[config.mk]
export PLATFORM = sky130hd
export DESIGN_NAME = shift_stage
export DESIGN_NICKNAME = d
export VERILOG_FILES = /design/src/rtl/shift_stage.sv
export SDC_FILE = /design/constraint.sdc
export NUM_CORES = 1
export LEC_CHECK = 0
export ABC_AREA = 0
export CAP_MARGIN = 20
export CORE_UTILIZATION = 60
export CTS_CLUSTER_SIZE = 40
export DETAILED_ROUTE_END_ITERATION = 8
export DONT_BUFFER_PORTS = 1
export GPL_ROUTABILITY_DRIVEN = 0
export PLACE_DENSITY = 0.76
export SETUP_SLACK_MARGIN = 0.1
export SYNTH_ARGS = -nofsm -noshare
export SYNTH_HDL_FRONTEND = slang
export SYNTH_SLANG_ARGS = --single-unit
export TNS_END_PERCENT = 100
[constraint.sdc]
create_clock -name clk -period 2 [get_ports clk]
set_input_delay 0.4 -clock clk [delete_from_list [all_inputs] [get_ports clk]]
set_output_delay 0.4 -clock clk [all_outputs]
set_load 0.05 [all_outputs]
[src/rtl/shift_stage.sv]
// Two-stage MIPS R-type shift pipeline: S1 decodes and drives an external
// combinational barrel shifter, S2 captures its result for a valid/ready output.
module shift_stage (
  input  logic        clk,
  input  logic        rst_n,
  input  logic        in_valid,
  output logic        in_ready,
  input  logic [5:0]  funct,
  input  logic [4:0]  shamt,
  input  logic [31:0] rs_val,
  input  logic [31:0] rt_val,
  output logic [31:0] sh_a,
  output logic [4:0]  sh_b,
  output logic [1:0]  sh_aluc,
  input  logic [31:0] sh_c,
  output logic        out_valid,
  input  logic        out_ready,
  output logic [31:0] out_data,
  output logic        out_zero,
  output logic        out_illegal,
  output logic [15:0] op_count
);

  logic        s1_valid_r;
  logic [31:0] s1_a_r;
  logic [4:0]  s1_b_r;
  logic [1:0]  s1_aluc_r;
  logic        s1_illegal_r;

  logic        s2_valid_r;
  logic [31:0] s2_data_r;
  logic        s2_zero_r;
  logic        s2_illegal_r;

  logic [15:0] op_count_r;

  logic        adv_s;
  logic        in_xfer_s;
  logic        out_xfer_s;
  logic [31:0] dec_a_s;
  logic [4:0]  dec_b_s;
  logic [1:0]  dec_aluc_s;
  logic        dec_illegal_s;
  logic [31:0] s2_next_data_s;

  assign adv_s      = s1_valid_r && (!s2_valid_r || out_ready);
  assign in_ready   = !s1_valid_r || adv_s;
  assign in_xfer_s  = in_valid && in_ready;
  assign out_xfer_s = s2_valid_r && out_ready;

  // Decode funct into shifter operands; unknown functs become zero-operand left shifts
  always_comb begin
    dec_a_s       = rt_val;
    dec_b_s       = 5'd0;
    dec_aluc_s    = 2'b01;
    dec_illegal_s = 1'b0;
    case (funct)
      6'b000000: begin dec_b_s = shamt;       dec_aluc_s = 2'b01; end
      6'b000010: begin dec_b_s = shamt;       dec_aluc_s = 2'b10; end
      6'b000011: begin dec_b_s = shamt;       dec_aluc_s = 2'b00; end
      6'b000100: begin dec_b_s = rs_val[4:0]; dec_aluc_s = 2'b01; end
      6'b000110: begin dec_b_s = rs_val[4:0]; dec_aluc_s = 2'b10; end
      6'b000111: begin dec_b_s = rs_val[4:0]; dec_aluc_s = 2'b00; end
      default: begin
        dec_a_s       = 32'd0;
        dec_b_s       = 5'd0;
        dec_aluc_s    = 2'b01;
        dec_illegal_s = 1'b1;
      end
    endcase
  end

  // Illegal instructions still flow but their result is forced to zero
  always_comb begin
    if (s1_illegal_r) begin
      s2_next_data_s = 32'd0;
    end else begin
      s2_next_data_s = sh_c;
    end
  end

  // S1 register: capture decoded instruction, drain on advance
  always_ff @(posedge clk or negedge rst_n) begin
    if (!rst_n) begin
      s1_valid_r   <= 1'b0;
      s1_a_r       <= 32'd0;
      s1_b_r       <= 5'd0;
      s1_aluc_r    <= 2'b00;
      s1_illegal_r <= 1'b0;
    end else if (in_xfer_s) begin
      s1_valid_r   <= 1'b1;
      s1_a_r       <= dec_a_s;
      s1_b_r       <= dec_b_s;
      s1_aluc_r    <= dec_aluc_s;
      s1_illegal_r <= dec_illegal_s;
    end else if (adv_s) begin
      s1_valid_r   <= 1'b0;
    end
  end

  // S2 register: capture shifter result on advance, clear after output transfer
  always_ff @(posedge clk or negedge rst_n) begin
    if (!rst_n) begin
      s2_valid_r   <= 1'b0;
      s2_data_r    <= 32'd0;
      s2_zero_r    <= 1'b0;
      s2_illegal_r <= 1'b0;
    end else if (adv_s) begin
      s2_valid_r   <= 1'b1;
      s2_data_r    <= s2_next_data_s;
      s2_zero_r    <= (s2_next_data_s == 32'd0);
      s2_illegal_r <= s1_illegal_r;
    end else if (out_xfer_s) begin
      s2_valid_r   <= 1'b0;
    end
  end

  // Saturating count of output transfers
  always_ff @(posedge clk or negedge rst_n) begin
    if (!rst_n) begin
      op_count_r <= 16'd0;
    end else if (out_xfer_s && (op_count_r != 16'hFFFF)) begin
      op_count_r <= op_count_r + 16'd1;
    end
  end

  assign sh_a        = s1_a_r;
  assign sh_b        = s1_b_r;
  assign sh_aluc     = s1_aluc_r;
  assign out_valid   = s2_valid_r;
  assign out_data    = s2_data_r;
  assign out_zero    = s2_zero_r;
  assign out_illegal = s2_illegal_r;
  assign op_count    = op_count_r;

endmodule

* Word level (Yosys, flattened, before mapping)
Cells that the tools add are included.
Operators by class: add/subtract/negate cells 1, equality and inequality tests 6, multiplexer cells 9, reduce and logical (&&, ||, !) cells 17
Operator list (number):
- $mux W32 | 2
- $logic_not A32 Y1 | 1
- $eq A6 B3 Y1 const B | 3
- $add A16 B1 Y16 const B | 1
- $ne A16 B16 Y1 const B | 1
- $eq A6 B2 Y1 const B | 2
- $pmux W5 S2 | 1
- $logic_not A6 Y1 | 1
- $reduce_or A3 Y1 | 2
- $reduce_or A6 Y1 | 1
- $mux W1 | 5
- $logic_and A1 B1 Y1 | 4
- $pmux W2 S2 | 1
- $reduce_bool A2 Y1 | 2
- $reduce_or A2 Y1 | 2
- $logic_not A1 Y1 | 2
- $logic_or A1 B1 Y1 | 2
Storage, ports and cells: register bits after elaboration 92, bits of input ports 111, output and inout bits 91, logic and storage cells 43

* Longest topological paths before layout
Gate-level depths: netlist of the first run.
word-level depth 6, gate-level depth with buffers 6

* Least setup slack after synthesis of the first run
Ideal clock, no wire load.
kind flip-flop to flip-flop, start register s2_valid_r, in the netlist out_valid, end register s1_a_r[23], in the netlist sh_a[23], setup time 67 ps, data arrival time 2203 ps, required time 1933 ps, path slack -270 ps, cell stages (with the launch flop) 6, buffers on the path 2, period minus slack after synthesis 2270 ps, path through dfrtp_1 > nand3b_1 > nand2_1 > buf_2 > buf_1 > a22o_1
Between the ends: longest elaborated chain between the ends 5
RTL lines:
- from (decl) | RTL line 30 | logic s2_valid_r;
- from (signal assigned) | RTL line 104 | s2_valid_r <= 1'b0;
- from (signal assigned) | RTL line 109 | s2_valid_r <= 1'b1;
- from (signal assigned) | RTL line 114 | s2_valid_r <= 1'b0;
- $logic_not A1 Y1 | RTL line 46 | assign adv_s = s1_valid_r && (!s2_valid_r || out_ready);
- $logic_or A1 B1 Y1 | RTL line 46
- $logic_and A1 B1 Y1 | RTL line 46
- $logic_or A1 B1 Y1 | RTL line 47 | assign in_ready = !s1_valid_r || adv_s;
- net in_ready | RTL line 7 | output logic in_ready,
- $logic_and A1 B1 Y1 | RTL line 48 | assign in_xfer_s = in_valid && in_ready;
- to (signal assigned) | RTL line 92 | s1_a_r <= dec_a_s;
- to (decl) | RTL line 25 | logic [31:0] s1_a_r;
The timed path passes the listed nets, and every way through them passes these cells. A chain may end at the register's enable or synchronous reset.

* Final worst setup path of the first run
start register op_count_r[0], in the netlist op_count[0], end register op_count_r[5], in the netlist op_count[5]
Between the ends: longest elaborated chain between the ends 2, elaborated cells between the ends (all ways) 3, classes of those cells add/sub (1); eq/ne (1); reduce/logical (1)
RTL lines:
- from (decl) | RTL line 35 | logic [15:0] op_count_r;
- from (signal assigned) | RTL line 123 | op_count_r <= op_count_r + 16'd1;
- branches (longest 2 deep; another with $add A16 B1 Y16)
Parallel ways; which one is timed is not known.

==> results.json, run 1 <==
{
  "finalNonFillerCells": 434,
  "cts_sinks": 92,
  "antenna_cells": 0,
  "setup_tns_ps": 0,
  "whs_ps": -264.1,
  "cts_tree": "done",
  "synthTopCellsByArea": "dfrtp_1, a22o_1, nand2_1, o21ai_0, mux2_2",
  "cts_made_buffers": 9,
  "avgSynthCellArea_um2": 11.16,
  "hp-class": "input port to asynchronous set/reset pin",
  "reg2reg_slack_ps": 260,
  "clk_pin_slew_ps": 90,
  "nets": 466,
  "drc": 0,
  "wl_per_cell_um": 18.08,
  "fin_crit_ps": 1737,
  "reg2reg_from": "op_count[0]$_DFFE_PN0P_",
  "path_class": "flop to flop",
  "ys_ff_latch": 92,
  "vdd_drop_max_mv": 0.7360,
  "drt_first_pass_iters": 7,
  "leakage_nw": 1.874,
  "cts_root_buffer": "clkbuf_8",
  "max_cap_viol_count": 0,
  "finalHoldViolations": 92,
  "syn_inst": 334,
  "p_per_area_mw_per_mm2": 1024,
  "grt_overflow": 0,
  "post-dp-hpwl_um": 5711,
  "startpoint": "op_count[0]$_DFFE_PN0P_",
  "worstPathMaxFanout": 6,
  "yosysUniqueCellTypes": 33,
  "synth_top_area_cell": "dfrtp_1",
  "dieHeight_um": 80.83,
  "core_region_area_mm2": 0.005956,
  "post-route-period-util": 0.8683,
  "design.die.area_mm2": 0.006533,
  "syn-cell-area_mm2": 0.003729,
  "grt_pass1_wl_um": 12050,
  "ys.warnings.count": 0,
  "finClkSkew_ps": 10.29,
  "rows": 28,
  "ant_nets": 0,
  "cts_buffer_depth": 2,
  "io_buffers": 0,
  "dp_cells": 416,
  "cp-start-kind": "flop",
  "worst_pin_slew_ps": 521.0,
  "syn_nets": 446,
  "drv_slew": 0,
  "yosysSeqAreaShare": 0.6174,
  "drt_wl_total_um": 7846,
  "avgViaCountPerCell": 5.986,
  "p_total_mw": 4.274,
  "die_w_um": 80.83,
  "insertion_delay_ps": 350,
  "syn_to_final_growth_pct": 11.91,
  "setup_violations": 0,
  "drive_gt1_frac": 0.1922,
  "vias": 2598,
  "outcome": "finished with violations",
  "first_iter_violations": 142,
  "antenna_found_initial": 0,
  "violations": "hold timing",
  "rsz0062_at_grt": "no",
  "max-slew-margin-rel": 0.6527,
  "final_util": 0.7006,
  "worstPathRequired_ps": 2270,
  "cp-end-kind": "flop",
  "synth_top_cell_area_share": 0.6174,
  "grt_max_degree": 93,
  "top_level_ports": 202,
  "crit_arrival_ps": 2010,
  "fmax_ghz": 0.5758,
  "htree_levels": 3,
  "grt_pass1_vias": 2554,
  "grtUsageTotal": 0.2476,
  "start_util": 0.6261
}
-- synthesized netlist by cell type --
master / count
a21oi_1: 2
a22o_1: 37
a31oi_1: 2
and2_1: 1
buf_1: 1
buf_2: 4
clkbuf_1: 13
clkinv_1: 1
dfrtp_1: 92
ha_1: 1
inv_1: 2
mux2_1: 1
mux2_2: 7
nand2_1: 74
nand2b_1: 3
nand3_1: 8
nand3b_1: 1
nand4_1: 6
nand4_4: 1
nand4b_1: 1
nor2_1: 4
nor3_1: 5
nor3_2: 2
nor4_1: 11
nor4_4: 1
nor4b_1: 1
o21a_1: 1
o21ai_0: 36
or2_2: 1
or3_1: 1
or4_4: 1
xnor2_1: 5
xor2_1: 7
-- flip-flops by register name, summed over array words and instances (netlist names) --
register and flops:
out_zero 1, s1_illegal_r 1, sh_a 32, out_valid 1, op_count 16, out_illegal 1
sh_b 5, s1_valid_r 1, out_data 32, sh_aluc 2
-- worst max-delay path, cell delays in order (launching register included) --
cell     delay (ps)
dfrtp_2         420
ha_1            220
nand3_1         270
nor4_4           70
buf_4           150
nor4b_1         350
xor2_1          180
-- cell type report --
cell class	count	area [um^2]
Sequential cell	92	2317
Fill cell	467	1783
Multi-Input combinational cell	221	1353
Timing Repair Buffer	27	202.7
Clock buffer	12	145.1
Tap cell	75	93.84
Clock inverter	4	50.05
Inverter	3	11.26
-- placed cells by master (no fill, tap or decap), types with 8 or more instances in the layout --
cell type and count:
buf_4 27, dfrtp_1 80, dfrtp_2 12, nand2_1 73, nand3_1 8, o21ai_0 36, a22o_1 37, nor4_1 11
clkbuf_8 10
-- cell families (layout without fill, tap and decap cells) --
group | after synthesis | count (layout) | synth area share
AO/OA/AOI/OAI | 78 | 78 | 0.1433
XOR/XNOR | 12 | 12 | 0.02819
adder cells (fa/ha/maj) | 1 | 1 | 0.003355
buffers and inverters | 21 | 46 | 0.02248
flip-flops | 92 | 92 | 0.6175
multiplexers | 8 | 8 | 0.02416
AND/OR/NAND/NOR | 122 | 122 | 0.1611
-- worst paths after layout --
kind / cells past startpoint / end
worst max-delay path: 6 / op_count[5]$_DFFE_PN0P_
worst min-delay path: 0 / out_data[31]$_DFFE_PN0P_
worst max register to register: 6 / op_count[5]$_DFFE_PN0P_
worst min register to register: 1 / out_valid$_DFFE_PN0P_
max in group asynchronous: 0 / op_count[1]$_DFFE_PN0P_
min in group clk: 1 / sh_aluc[1]$_DFFE_PN0P_
-- repair_timing --
| action | 4_1_cts | 5_1_grt |
|---|---|---|
| setup buffers | 0 | 2 |
| gates resized for setup | 0 | 1 |
| hold endpoints to repair | 92 | 92 |
| setup endpoints to repair | 0 | 4 |
-- metal layers --
metal,track usage,vias to the layer above,share of wire
met5,0,-,0
met4,0.08750,0,0.013
met3,0.09551,13,0.088
met2,0.4076,145,0.51
met1,0.2962,1215,0.39
li1,-,1225,-
-- report_power, final --
group / switching (mW) / total, mW / internal, mW / leakage, nW
sequential: 0.374 / 2.38 / 2.00 / 1.22
clock: 0.606 / 1.22 / 0.611 / 0.0926
combinational: 0.465 / 0.679 / 0.213 / 0.565
-- stage by stage --
| stage | cell area [um^2] | setup WS [ps] | hold slack (ps) |
|---|---|---|---|
| after floorplan | 3760 | 59.29 | 104.4 |
| final | 4173 | 263.4 | -264.1 |
| after global routing | 4173 | 141.7 | -295.3 |
| after CTS | 4153 | 164.3 | -277.6 |
| after global placement | 3958 | 208.2 | 106.0 |
| after detailed placement | 3958 | 175.6 | 106.0 |
No activity file was read; power rests on OpenSTA's default activity.
==> run 2: changes to the inputs <==
--- a/config.mk
+++ b/config.mk
@@ -7,12 +7,11 @@
 export LEC_CHECK = 0
 export ABC_AREA = 0
 export CAP_MARGIN = 20
-export CORE_UTILIZATION = 60
+export CORE_UTILIZATION = 23
 export CTS_CLUSTER_SIZE = 40
 export DETAILED_ROUTE_END_ITERATION = 8
 export DONT_BUFFER_PORTS = 1
 export GPL_ROUTABILITY_DRIVEN = 0
-export PLACE_DENSITY = 0.76
 export SETUP_SLACK_MARGIN = 0.1
 export SYNTH_ARGS = -nofsm -noshare
 export SYNTH_HDL_FRONTEND = slang
==> results.json, run 2 (synthesis results as in run 1) <==
{
  "path_class": "flop to flop",
  "fmax_ghz": 0.5918,
  "nets": 465,
  "p_per_area_mw_per_mm2": 1050,
  "vias": 2669,
  "cts_sinks": 92,
  "whs_ps": -252.3,
  "cts_buffer_depth": 2,
  "dp_cells": 558,
  "dieHeight_um": 129.3,
  "reg2reg_from": "op_count[1]$_DFFE_PN0P_",
  "antenna_cells": 0,
  "crit_arrival_ps": 1910,
  "wl_per_cell_um": 16.21,
  "reg2reg_slack_ps": 310,
  "rsz0062_at_grt": "no",
  "cts_made_buffers": 9,
  "syn_to_final_growth_pct": 18.83,
  "setup_tns_ps": 0,
  "drt_first_pass_iters": 4,
  "post_dp_cell_area_mm2": 0.004154,
  "crit_buf_inv": 0,
  "post-route-period-util": 0.8449,
  "max-slew-margin-rel": 0.6412,
  "antenna_found_initial": 0,
  "grtUsageTotal": 0.1142,
  "drt_wl_total_um": 9302,
  "insertion_delay_ps": 340,
  "start_util": 0.2356,
  "ant_nets": 0,
  "core_region_area_mm2": 0.01583,
  "top_level_ports": 202,
  "fin_crit_ps": 1690,
  "drive_gt1_frac": 0.1899,
  "layout_commonest_cell": "dfrtp_1",
  "cp-start-kind": "flop",
  "design_area_mm2": 0.004431,
  "final_cell_mix": "dfrtp_1, nand2_1, a22o_1",
  "finalNonFillerCells": 574,
  "grt_pass1_wl_um": 14240,
  "setup_violations": 0,
  "violations": "hold timing",
  "max_cap_viol_count": 0,
  "die_w_um": 129.3,
  "io_buffers": 0,
  "post-dp-hpwl_um": 6946,
  "finalHoldViolations": 92,
  "grt_pass1_vias": 2795,
  "num-fill-cells": 1658,
  "timing.rr.end": "op_count[12]$_DFFE_PN0P_",
  "worst_pin_slew_ps": 538.2,
  "worstPathMaxFanout": 6,
  "finClkSkew_ps": 6.350,
  "grt_max_degree": 93,
  "crit_chain": "ha_1, nand3_2, nor3_1, nand4b_1, xnor2_1",
  "drv_slew": 0,
  "slowest_stage": "nor3_1",
  "hp-class": "input port to asynchronous set/reset pin",
  "cts_tree": "done",
  "p_total_mw": 4.654,
  "cp-end-kind": "flop",
  "htree_levels": 3,
  "worst-r2r-cell-count": 5,
  "drc": 0,
  "outcome": "finished with violations",
  "vdd_drop_max_mv": 0.3589,
  "leakage_nw": 1.910,
  "clk_pin_slew_ps": 60,
  "first_iter_violations": 108,
  "grt_overflow": 0,
  "cts_root_buffer": "clkbuf_16",
  "design.die.area_mm2": 0.01673,
  "avgViaCountPerCell": 4.650,
  "cp_slowest_stage_delay_ps": 460,
  "rows": 46,
  "path_delay_family": "simple AND/OR/NAND/NOR gates",
  "worstPathRequired_ps": 2220
}
run 2: what timing repair did:
item,CTS,global route
endpoints found under the setup margin,0,1
gates resized for setup,0,1
setup buffers,0,0
endpoints found under the hold margin,92,92
run 2: through the flow:
stage	setup WS (ps)	hold slack, ps	util
4_1_cts	214.5	-274.5	0.2796
5_1_grt	214.6	-277.6	0.2799
2_1_floorplan	59.29	104.4	-
6_report	310.1	-252.3	0.2799
3_5_place_dp	238.4	106.3	0.2625
3_3_place_gp	274.1	106.4	0.2625
run 2: routing by layer:
metal / up-vias / share of wire / GRT usage
met5: - / 0 / 0
met3: 19 / 0.093 / 0.05078
met2: 131 / 0.49 / 0.1910
li1: 1225 / - / -
met1: 1294 / 0.40 / 0.1238
met4: 0 / 0.023 / 0.05398
run 2: area by class of cell:
class	count	area, um^2	area share
clock inverters	4	25.02	0.005648
flip-flops and latches	92	2317	0.5230
multi-input cells	221	1353	0.3053
well taps	216	270.3	0.06100
repair buffers	26	207.7	0.04688
inverters	3	11.26	0.002542
clock buffers	12	246.5	0.05563
run 2: how the worst max path moves through the flow:
stage	from	endpoint	slack (ps)	depth (start not counted)
detailed placement	op_count[0]$_DFFE_PN0P_	op_count[5]$_DFFE_PN0P_	240	6
CTS	op_count[0]$_DFFE_PN0P_	op_count[5]$_DFFE_PN0P_	210	6
global placement	op_count[0]$_DFFE_PN0P_	op_count[12]$_DFFE_PN0P_	270	5
finish	op_count[1]$_DFFE_PN0P_	op_count[12]$_DFFE_PN0P_	310	5
floorplan	out_valid$_DFFE_PN0P_	sh_a[14]$_DFFE_PN0P_	60	6
global route	op_count[2]$_DFFE_PN0P_	op_count[15]$_DFFE_PN0P_	210	4
run 2: power by group:
part / switching, mW / leakage (nW) / internal (mW)
registers: 0.372 / 1.22 / 2.01
clock network: 0.695 / 0.129 / 0.873
logic: 0.487 / 0.565 / 0.221
total: 1.55 / 1.91 / 3.10
==> run 3: changes to the inputs <==
==> constraint.sdc (replaced) <==
create_clock -name clk -period 1.7 [get_ports clk]
set_input_delay 0.34 -clock clk [delete_from_list [all_inputs] [get_ports clk]]
set_output_delay 0.34 -clock clk [all_outputs]
set_load 0.05 [all_outputs]
==> results.json, run 3 (synthesis results as in run 1) <==
{
  "syn_to_final_growth_pct": 26.68,
  "post-route-period-util": 0.9586,
  "io_buffers": 0,
  "grt_use_met3": 0.03840,
  "htree_levels": 3,
  "p_sw_frac": 0.3202,
  "crit_chain": "nand4_4, or4_4, nor3_4, mux2_4",
  "final_cell_mix": "dfrtp_1, nand2_1, buf_4",
  "worst_pin_slew_ps": 541.8,
  "dieHeight_um": 129.3,
  "grt_most_used_layer": "met2",
  "crit_arrival_ps": 1860,
  "path_class": "flop to flop",
  "grtUsageTotal": 0.1091,
  "wl_per_cell_um": 15.04,
  "max-slew-margin-rel": 0.6388,
  "dp_cells": 565,
  "start_util": 0.2356,
  "clkPwrFrac": 0.347,
  "p_comb_frac": 0.171,
  "whs_ps": -313.2,
  "drc": 0,
  "cts_root_buffer": "clkbuf_16",
  "vias": 2679,
  "clk_pin_slew_ps": 60,
  "cts_buffer_depth": 2,
  "grt_overflow": 0,
  "insertion_delay_ps": 340,
  "core_region_area_mm2": 0.01583,
  "use_met2": 0.1749,
  "cts_made_buffers": 9,
  "hp-class": "input port to asynchronous set/reset pin",
  "outcome": "finished with violations",
  "first_iter_violations": 109,
  "top_level_ports": 202,
  "worstPathMaxFanout": 2,
  "violations": "hold timing",
  "leakage_nw": 2.039,
  "cts_tree": "done",
  "cp-start-kind": "flop",
  "switching_power_mw": 1.870,
  "p_per_area_mw_per_mm2": 1236,
  "antenna_found_initial": 0,
  "grt_pass1_vias": 2683,
  "drv_slew": 0,
  "vdd_drop_max_mv": 0.5260,
  "rows": 46,
  "setup_violations": 0,
  "cp-end-kind": "flop",
  "finalHoldViolations": 92,
  "finClkSkew_ps": 4.244,
  "drt_wl_total_um": 8931,
  "antenna_cells": 0,
  "cts_sinks": 92,
  "drt_first_pass_iters": 4,
  "die_w_um": 129.3,
  "max_cap_viol_count": 0,
  "layout_commonest_cell": "dfrtp_1",
  "ant_nets": 0,
  "avgViaCountPerCell": 4.510,
  "setup_tns_ps": 0,
  "rsz0062_at_grt": "yes",
  "worstPathRequired_ps": 1930,
  "nets": 485,
  "finalNonFillerCells": 594,
  "post-dp-hpwl_um": 6418,
  "fmax_ghz": 0.6136,
  "pwr-share-seq": 0.483,
  "slowest_stage": "or4_4",
  "drive_gt1_frac": 0.2778,
  "cp_slowest_stage_delay_ps": 570,
  "design.die.area_mm2": 0.01673,
  "fin_crit_ps": 1630,
  "p_int_mw": 3.969,
  "grtUsageMet1": 0.1256,
  "grt_pass1_wl_um": 13570,
  "grt_max_degree": 93
}
## run 3: changes by cell type in the layout (fill, tap and decap cells not counted), moves of 2 or more
| cell | delta |
|---|---|
| buf_6 | +2 |
| nor3_1 | -2 |
| nor3_4 | +2 |
| buf_4 | +17 |
| nand3_4 | +2 |
| dfrtp_1 | -5 |
| dfrtp_2 | +5 |
## run 3: layout make-up
class / instances / area, um^2
clock buffer: 12 / 256.5
tap: 216 / 270.3
timing repair buffer: 46 / 377.9
clock inverter: 4 / 47.55
inverter: 3 / 15.01
sequential: 92 / 2323
multi-input combinational: 221 / 1433
fill: 1629 / 11100
## run 3: power groups by stage
stage / registers [mW] / clock network [mW] / logic (mW)
floorplan: 3.12 / 0 / 0.316
global placement: 2.85 / 0 / 0.812
detailed placement: 2.86 / 0 / 0.833
CTS: 2.84 / 2.11 / 0.868
global route: 2.84 / 2.21 / 1.07
finish: 2.82 / 2.02 / 0.996
## run 3: final timing paths
check / start / end / slack, ps / depth (start not counted)
min: rst_n / sh_a[31]$_DFFE_PN0P_ / -310 / 0
min reg2reg: s1_valid_r$_DFFE_PN0P_ / out_valid$_DFFE_PN0P_ / 530 / 1
max in group asynchronous: rst_n / op_count[12]$_DFFE_PN0P_ / 1880 / 0
max reg2reg: op_count[4]$_DFFE_PN0P_ / op_count[15]$_DFFE_PN0P_ / 70 / 4
max: op_count[4]$_DFFE_PN0P_ / op_count[15]$_DFFE_PN0P_ / 70 / 4
min in group clk: funct[0] / sh_aluc[1]$_DFFE_PN0P_ / 90 / 1
## run 3: repair_timing
item,CTS,global route
gates resized for setup,7,7
buffers inserted,4,9
gates cloned,0,0
setup endpoints to repair,6,45
hold endpoints to repair,92,92
pin swaps,1,5
## run 3: per-stage QoR
stage	util	setup slack [ps]	instance area [um^2]	total power, mW
floorplan	-	-221.9	3817	3.432
CTS	0.2918	82.79	4618	5.820
global route	0.2984	44.32	4723	6.123
detailed placement	0.2683	11.86	4247	3.690
global placement	0.2683	36.31	4247	3.664
finish	0.2984	70.39	4723	5.839
## run 3: worst max-delay path, delay by kind of cell (launching register included)
family	cells	cell delay, ps
simple gates	3	830
mux	1	310
flops	1	380
## run 3: routing by layer
layer	wire length (um)	up-vias
li1	-	1262
met1	3585	1258
met2	4340	143
met3	773	16
met4	231	0
met5	0	-
